`config.mk`:
```
export PLATFORM = sky130hd
export DESIGN_NAME = gpio_out_arbiter
export DESIGN_NICKNAME = d
export VERILOG_FILES = /design/src/rtl/gpio_arb_pkg.sv /design/src/rtl/gpio_rr_arbiter.sv /design/src/rtl/gpio_out_arbiter.sv
export SDC_FILE = /design/constraint.sdc
export NUM_CORES = 1
export LEC_CHECK = 0
export BUFFER_PORTS_ARGS = -buffer_cell sky130_fd_sc_hd__buf_2
export CORE_AREA = 2 2 84 167
export CTS_CLUSTER_DIAMETER = 60
export DETAILED_ROUTE_END_ITERATION = 12
export DIE_AREA = 0 0 86 169
export GPL_TIMING_DRIVEN = 0
export HOLD_SLACK_MARGIN = 0.1
export PLACE_DENSITY = 0.86
export SETUP_SLACK_MARGIN = 0.2
export SYNTH_ARGS = -nofsm -noshare
export SYNTH_HDL_FRONTEND = slang
export SYNTH_SLANG_ARGS = --single-unit
```
`constraint.sdc`:
```
create_clock -name clk_i -period 5.9 [get_ports clk_i]
set_clock_uncertainty 0.15 [all_clocks]
set_input_delay 0.885 -clock clk_i [delete_from_list [all_inputs] [get_ports clk_i]]
set_output_delay 0.885 -clock clk_i [all_outputs]
set_load 0.01 [all_outputs]
```
`src/rtl/gpio_arb_pkg.sv`:
```
// Shared types and defaults for the GPIO output arbiter.
// The optional macro GPIO_ARB_DIR_MASK_EN (used in gpio_out_arbiter.sv) masks
// output-value commands with the direction register.
package gpio_arb_pkg;

    localparam int NUM_REQ_DEFAULT = 2;
    localparam int WIDTH_DEFAULT   = 32;

    typedef enum logic [1:0] {
        OP_WRITE = 2'b00,
        OP_SET   = 2'b01,
        OP_CLR   = 2'b10,
        OP_DIR   = 2'b11
    } gpio_op_e;

    typedef enum logic {
        S_IDLE  = 1'b0,
        S_ISSUE = 1'b1
    } arb_state_e;

endpackage

```
`src/rtl/gpio_rr_arbiter.sv`:
```
// Generic round-robin arbiter: combinational grant from the valid vector and
// a registered "last granted" pointer, advanced only when the grant is taken.
// After reset requester 0 has first priority.
module gpio_rr_arbiter #(
    parameter int N = 2
) (
    input  logic                 clk,
    input  logic                 rst,
    input  logic [N-1:0]         valid,
    input  logic                 accept,
    output logic [N-1:0]         grant,
    output logic [$clog2(N)-1:0] grant_idx,
    output logic                 grant_any
);

    localparam int IW = $clog2(N);

    logic [IW-1:0] last_reg;
    logic [IW-1:0] cand;

    // Search from the requester after the last grant, wrapping around, and
    // take the first one that is valid.
    always_comb begin
        grant     = '0;
        grant_idx = '0;
        grant_any = 1'b0;
        cand      = '0;
        for (int i = 1; i <= N; i++) begin
            if (!grant_any) begin
                cand = IW'((int'(last_reg) + i) % N);
                if (valid[cand]) begin
                    grant_any   = 1'b1;
                    grant_idx   = cand;
                    grant[cand] = 1'b1;
                end
            end
        end
    end

    // Remember the winner once the grant is consumed; reset points at N-1 so
    // the first search starts at requester 0.
    always_ff @(posedge clk or posedge rst) begin
        if (rst) begin
            last_reg <= IW'(N - 1);
        end else if (accept && grant_any) begin
            last_reg <= grant_idx;
        end
    end

endmodule

```
`src/rtl/gpio_out_arbiter.sv`:
```
// Round-robin sequencer sharing the GPIO output datapath between requesters.
// IDLE accepts one command (ready is combinational), ISSUE applies it for one
// cycle; shadow/direction update and set/clr pulses appear after ISSUE.
// Optional macro GPIO_ARB_DIR_MASK_EN: WRITE/SET/CLR touch only output pins.
module gpio_out_arbiter
    import gpio_arb_pkg::*;
#(
    parameter int NUM_REQ = NUM_REQ_DEFAULT,
    parameter int WIDTH   = WIDTH_DEFAULT
) (
    input  logic                       clk_i,
    input  logic                       rst_i,
    input  logic [NUM_REQ-1:0]         req_valid_i,
    output logic [NUM_REQ-1:0]         req_ready_o,
    input  logic [2*NUM_REQ-1:0]       req_op_i,
    input  logic [WIDTH*NUM_REQ-1:0]   req_data_i,
    output logic [WIDTH-1:0]           gpio_output_o,
    output logic [WIDTH-1:0]           gpio_output_set_o,
    output logic [WIDTH-1:0]           gpio_output_clr_o,
    output logic [WIDTH-1:0]           gpio_direction_o,
    output logic [$clog2(NUM_REQ)-1:0] grant_id_o,
    output logic                       busy_o
);

    localparam int IW = $clog2(NUM_REQ);

    arb_state_e       state_reg, state_next;
    gpio_op_e         op_reg;
    logic [WIDTH-1:0] data_reg;
    logic [IW-1:0]    grant_id_reg;
    logic [WIDTH-1:0] out_reg, out_next;
    logic [WIDTH-1:0] dir_reg, dir_next;
    logic [WIDTH-1:0] set_reg, set_next;
    logic [WIDTH-1:0] clr_reg, clr_next;
    logic [WIDTH-1:0] dir_mask;
    logic [WIDTH-1:0] masked;

    logic [NUM_REQ-1:0] grant;
    logic [IW-1:0]      grant_idx;
    logic               grant_any;
    logic               accept;

    gpio_op_e         op_arr   [NUM_REQ];
    logic [WIDTH-1:0] data_arr [NUM_REQ];

    for (genvar gi = 0; gi < NUM_REQ; gi++) begin : g_unpack
        assign op_arr[gi]   = gpio_op_e'(req_op_i[2*gi +: 2]);
        assign data_arr[gi] = req_data_i[WIDTH*gi +: WIDTH];
    end

`ifdef GPIO_ARB_DIR_MASK_EN
    assign dir_mask = dir_reg;
`else
    assign dir_mask = '1;
`endif

    gpio_rr_arbiter #(
        .N (NUM_REQ)
    ) u_rr (
        .clk       (clk_i),
        .rst       (rst_i),
        .valid     (req_valid_i),
        .accept    (accept),
        .grant     (grant),
        .grant_idx (grant_idx),
        .grant_any (grant_any)
    );

    // FSM state register.
    always_ff @(posedge clk_i or posedge rst_i) begin
        if (rst_i) begin
            state_reg <= S_IDLE;
        end else begin
            state_reg <= state_next;
        end
    end

    // Next state and handshake: grant only in IDLE, ISSUE always lasts one cycle.
    always_comb begin
        state_next  = state_reg;
        req_ready_o = '0;
        accept      = 1'b0;
        case (state_reg)
            S_IDLE: begin
                if (grant_any) begin
                    req_ready_o = grant;
                    accept      = 1'b1;
                    state_next  = S_ISSUE;
                end
            end
            S_ISSUE: state_next = S_IDLE;
            default: state_next = S_IDLE;
        endcase
    end

    // Capture the accepted command and the winner's index.
    always_ff @(posedge clk_i or posedge rst_i) begin
        if (rst_i) begin
            op_reg       <= OP_WRITE;
            data_reg     <= '0;
            grant_id_reg <= '0;
        end else if (accept) begin
            op_reg       <= op_arr[grant_idx];
            data_reg     <= data_arr[grant_idx];
            grant_id_reg <= grant_idx;
        end
    end

    // Apply the latched command during ISSUE; pulses default to zero.
    always_comb begin
        out_next = out_reg;
        dir_next = dir_reg;
        set_next = '0;
        clr_next = '0;
        masked   = data_reg & dir_mask;
        if (state_reg == S_ISSUE) begin
            case (op_reg)
                OP_WRITE: out_next = (out_reg & ~dir_mask) | masked;
                OP_SET: begin
                    out_next = out_reg | masked;
                    set_next = masked;
                end
                OP_CLR: begin
                    out_next = out_reg & ~masked;
                    clr_next = masked;
                end
                OP_DIR:  dir_next = data_reg;
                default: ;
            endcase
        end
    end

    // Shadow, direction and pulse registers; reset clears any pending pulse.
    always_ff @(posedge clk_i or posedge rst_i) begin
        if (rst_i) begin
            out_reg <= '0;
            dir_reg <= '0;
            set_reg <= '0;
            clr_reg <= '0;
        end else begin
            out_reg <= out_next;
            dir_reg <= dir_next;
            set_reg <= set_next;
            clr_reg <= clr_next;
        end
    end

    assign gpio_output_o     = out_reg;
    assign gpio_output_set_o = set_reg;
    assign gpio_output_clr_o = clr_reg;
    assign gpio_direction_o  = dir_reg;
    assign grant_id_o        = grant_id_reg;
    assign busy_o            = (state_reg == S_ISSUE);

endmodule

```
==> tab_implementation.tex <==
\begin{tabular}{lr}
\hline
Metric & Value \\
\hline
\multicolumn{2}{l}{\textbf{Critical path}} \\
\quad Endpoint arrival time on the critical path & 1.75 ns \\
\quad Kind of end point of the critical path & primary output \\
\quad Slowest cell delay on critical path & 0.22 ns \\
\quad Top fanout value on the critical path & 10 \\
\quad Number of buffers and inverters on the critical path & 4 \\
\quad Cell-by-cell trace of the critical path & buf\_2 -> a21bo\_2 -> buf\_4 -> buf\_6 -> nor2\_1 -> buf\_2 \\
\quad Slowest library cell on the worst path & sky130\_fd\_sc\_hd\_\_a21bo\_2 \\
\quad Required time reported for the critical path endpoint & 4.87 ns \\
\quad Cell type group with the largest total delay on the critical path & buffers and inverters \\
\quad Category of the critical setup timing path & in -> out \\
\quad CP startpoint kind & input port \\
\quad Critical Path Most Common Cell & sky130\_fd\_sc\_hd\_\_buf\_2 \\
\multicolumn{2}{l}{\textbf{Clock tree}} \\
\quad Number of instances resized during post-cts repair & 0 \\
\quad Buffers inserted during post-CTS setup optimization & 0 \\
\quad CTS clk-pin slew, worst paths & 0.06 ns \\
\quad Inserted Clock Buffers & 17 \\
\quad Clock Sink Count & 165 \\
\quad Number of buffers inserted by hold repair at cts & 0 \\
\quad Maximum level of the CTS H-tree & 4 \\
\quad Clock root buffer master & sky130\_fd\_sc\_hd\_\_clkbuf\_16 \\
\quad TritonCTS clock tree & built \\
\quad Clock buffer depth & 2 \\
\quad Insertion delay of the later-clocked pin in the worst-skew pair & 0.41 ns \\
\multicolumn{2}{l}{\textbf{Routing}} \\
\quad Post-detailed-route via-to-cell ratio & 5.505 \\
\quad Routed met3 length & 1230 µm \\
\quad Wirelength, routed & 17,270 µm \\
\quad Detailed-route via count & 5,070 \\
\quad Post-route antenna net violation count & 0 \\
\quad Topmost layer with routed signal wires & met4 \\
\quad Detailed-router iteration count before antenna repair & 5 \\
\quad Violation count after the first detailed-route iteration & 236 \\
\quad \# DRC & 0 \\
\quad Wire length on met2 & 8678 µm \\
\quad Post-Route M1 WL & 7220 µm \\
\quad Average wire per cell in the routed design & 18.75 µm \\
\multicolumn{2}{l}{\textbf{STA}} \\
\quad \# setup viols final & 0 \\
\quad Number of endpoints with negative hold slack in the final report & 0 \\
\quad Tightest Pin Transition & 0.6545 ns \\
\quad Remaining max-slew budget at the tightest pin & 56.37\% \\
\quad Unrepaired setup endpoints after global routing & no \\
\quad Final Slew Violations & 0 \\
\quad Tmin final & 2.788 ns \\
\quad Achievable Freq & 358.7 MHz \\
\quad Share of the clock period used by the worst path after layout & 47.25\% \\
\multicolumn{2}{l}{\textbf{Power}} \\
\quad Comb power frac & 27.9\% \\
\quad Maximum vdd ir drop & 0.2279 mV \\
\quad Switching power & 0.001256 W \\
\quad Cell area power density & 471.1 mW/mm² \\
\quad Portion of total power attributed to the clock network & 29.8\% \\
\quad Cell leakage power & 4.486 nW \\
\quad Cell-internal power & 0.002704 W \\
\quad Sequential share of power & 42.4\% \\
\quad Fraction of power spent switching nets & 31.72\% \\
\multicolumn{2}{l}{\textbf{Floorplanning}} \\
\quad Num rows & 60 \\
\quad I/O Pins & 204 \\
\quad Total core area & 0.01329 mm² \\
\quad Die width & 86 µm \\
\quad Floorplan die height & 169 µm \\
\quad Effective utilization at floorplan & 49.17\% \\
\quad Area of the die & 0.01453 mm² \\
\multicolumn{2}{l}{\textbf{GRT}} \\
\quad Maximum number of pins on one net before global-route repair & 93 \\
\quad Vias in the first global route & 4,955 \\
\quad Global-route wire length before repair & 27,290 µm \\
\quad All-Layer GR Usage & 24.46\% \\
\quad Overflow left after global routing & 0 \\
\quad Antenna violations before repair & 0 \\
\multicolumn{2}{l}{\textbf{Placed design}} \\
\quad Dpl hpwl & 12,050 µm \\
\quad RD Place Congestion & 0.7548 \\
\quad Post-placement cell area & 0.007776 mm² \\
\quad Dpl cells & 890 \\
\quad Number of I/O port buffers & 203 \\
\multicolumn{2}{l}{\textbf{Layout}} \\
\quad Area of all placed cells without fillers & 0.008407 mm² \\
\quad Layout cells sized above 1 & 41.78\% \\
\quad Top library cells by usage in the layout, fill and taps aside & 217 x sky130\_fd\_sc\_hd\_\_buf\_2, 164 x sky130\_fd\_sc\_hd\_\_dfrtp\_1, 69 x sky130\_fd\_sc\_hd\_\_nand2\_1 \\
\quad Area growth, synth to finish & 28.67\% \\
\quad Leading cell type in the layout, fill and taps excluded & sky130\_fd\_sc\_hd\_\_buf\_2 \\
\quad Utilization after layout & 63.27\% \\
\quad Final standard cell count with taps included and fillers excluded & 921 \\
\quad Combined flip-flop and latch cell area & 0.004130 mm² \\
\quad Nets & 830 \\
\quad Multi-input combinational cell area & 0.002077 mm² \\
\quad ANT cells & 0 \\
\quad Filler instances & 1,022 \\
\multicolumn{2}{l}{\textbf{Synthesis}} \\
\quad Syn Inst Count & 531 \\
\quad Syn\_area\_per\_cell & 12.30 µm² \\
\quad Synth cell types & 29 \\
\quad Most area-consuming cells after synthesis & sky130\_fd\_sc\_hd\_\_dfrtp\_1 63\%, sky130\_fd\_sc\_hd\_\_and3\_1 6.2\%, sky130\_fd\_sc\_hd\_\_mux2\_2 5.5\% \\
\quad Summed instance area of the synthesized netlist & 0.006534 mm² \\
\quad Library cell occupying the most area in the post-synthesis netlist & sky130\_fd\_sc\_hd\_\_dfrtp\_1 \\
\quad Count of synthesis-stage warnings from yosys & 0 \\
\quad Seq cells post-synth & 165 \\
\quad Sequential fraction of the synthesis area & 63.21\% \\
\quad Synth Net Count & 607 \\
\quad Proportion of netlist area held by the largest area contributor & 62.81\% \\
\multicolumn{2}{l}{\textbf{Run}} \\
\quad Max-cap violations & 0 \\
\multicolumn{2}{l}{\textbf{Run status}} \\
\quad Result of the run & complete, no violations \\
\multicolumn{2}{l}{\textbf{Min path}} \\
\quad Worst min-delay path class & reg -> reg \\
\hline
\end{tabular}
## synth_stat cells (all sizes together)
master  count
a21oi       3
o22ai       1
o211ai     31
o21ba       1
buf        30
o21a        1
inv         5
o31ai       1
mux2       32
nor2b       2
a22o       31
and3       65
nand2      69
dfrtp     164
clkbuf     14
ha          4
nand2b      4
dfstp       1
a21bo       1
a21boi      1
a31oi      35
nor2       35
## power groups by stage
stage	Clock (W)	Sequential, W	Combinational [W]
global route	0.00125	0.00171	0.00120
detailed placement	0	0.00168	0.00111
CTS	0.00120	0.00167	0.00112
floorplan	0	0.00176	0.000542
finish	0.00118	0.00168	0.00110
global placement	0	0.00167	0.00108
## cells by family (layout without fill, tap and decap cells)
kind of cell	after synthesis	after routing	synth area share, %
flops	165	165	63.21
buf+inv	49	284	4.998
simple gates	175	175	12.89
fa+ha+maj	4	4	0.7660
compound gates	106	106	12.62
mux	32	32	5.515
## stage by stage
stage	setup WS (ns)	total power (W)	TNS, ns	hold slack (ns)
floorplan	0.4050	0.002300	0	0.3816
global placement	-1.013	0.002754	-164.04	0.3286
detailed placement	3.112	0.002793	0	0.3290
CTS	3.108	0.003983	0	0.3536
global route	3.070	0.004164	0	0.3701
finish	3.112	0.003961	0	0.3497
## worst paths after layout
| path | endpoint | cells past startpoint | startpoint | slack [ns] |
|---|---|---|---|---|
| min reg2reg | gpio_direction_o[22] | 1 | gpio_direction_o[22] | 0.35 |
| max in group asynchronous | u_rr.last_reg | 3 | rst_i | 4.30 |
| max | req_ready_o[1] | 6 | req_valid_i[1] | 3.11 |
| max reg2reg | gpio_output_o[28] | 6 | op_reg[0] | 3.93 |
| min in group asynchronous | gpio_direction_o[15] | 2 | rst_i | 0.42 |
| min | gpio_direction_o[22] | 1 | gpio_direction_o[22] | 0.35 |
## area by class of cell
type,instances,share of cell area [%]
well taps,155,2.307
repair buffers,204,12.41
clock inverters,11,2.069
multi-input cells,317,24.71
inverters,5,0.2828
clock buffers,20,5.432
flip-flops and latches,165,49.13
plain buffers,44,3.661
## per-layer routing
layer / vias up / track usage [%]
li1: 2327 / -
met1: 2502 / 33.81
met2: 232 / 39.20
met3: 9 / 5.168
met4: 0 / 6.763
met5: - / 0
## worst reg2reg max path, cell delays in order (launching register included)
cell	delay, ns
sky130_fd_sc_hd__dfrtp_1	0.44
sky130_fd_sc_hd__inv_1	0.07
sky130_fd_sc_hd__ha_1	0.35
sky130_fd_sc_hd__nand2b_1	0.23
sky130_fd_sc_hd__buf_2	0.27
sky130_fd_sc_hd__o211ai_1	0.14
sky130_fd_sc_hd__a22o_2	0.22
Power figures use the tool's default switching activity.
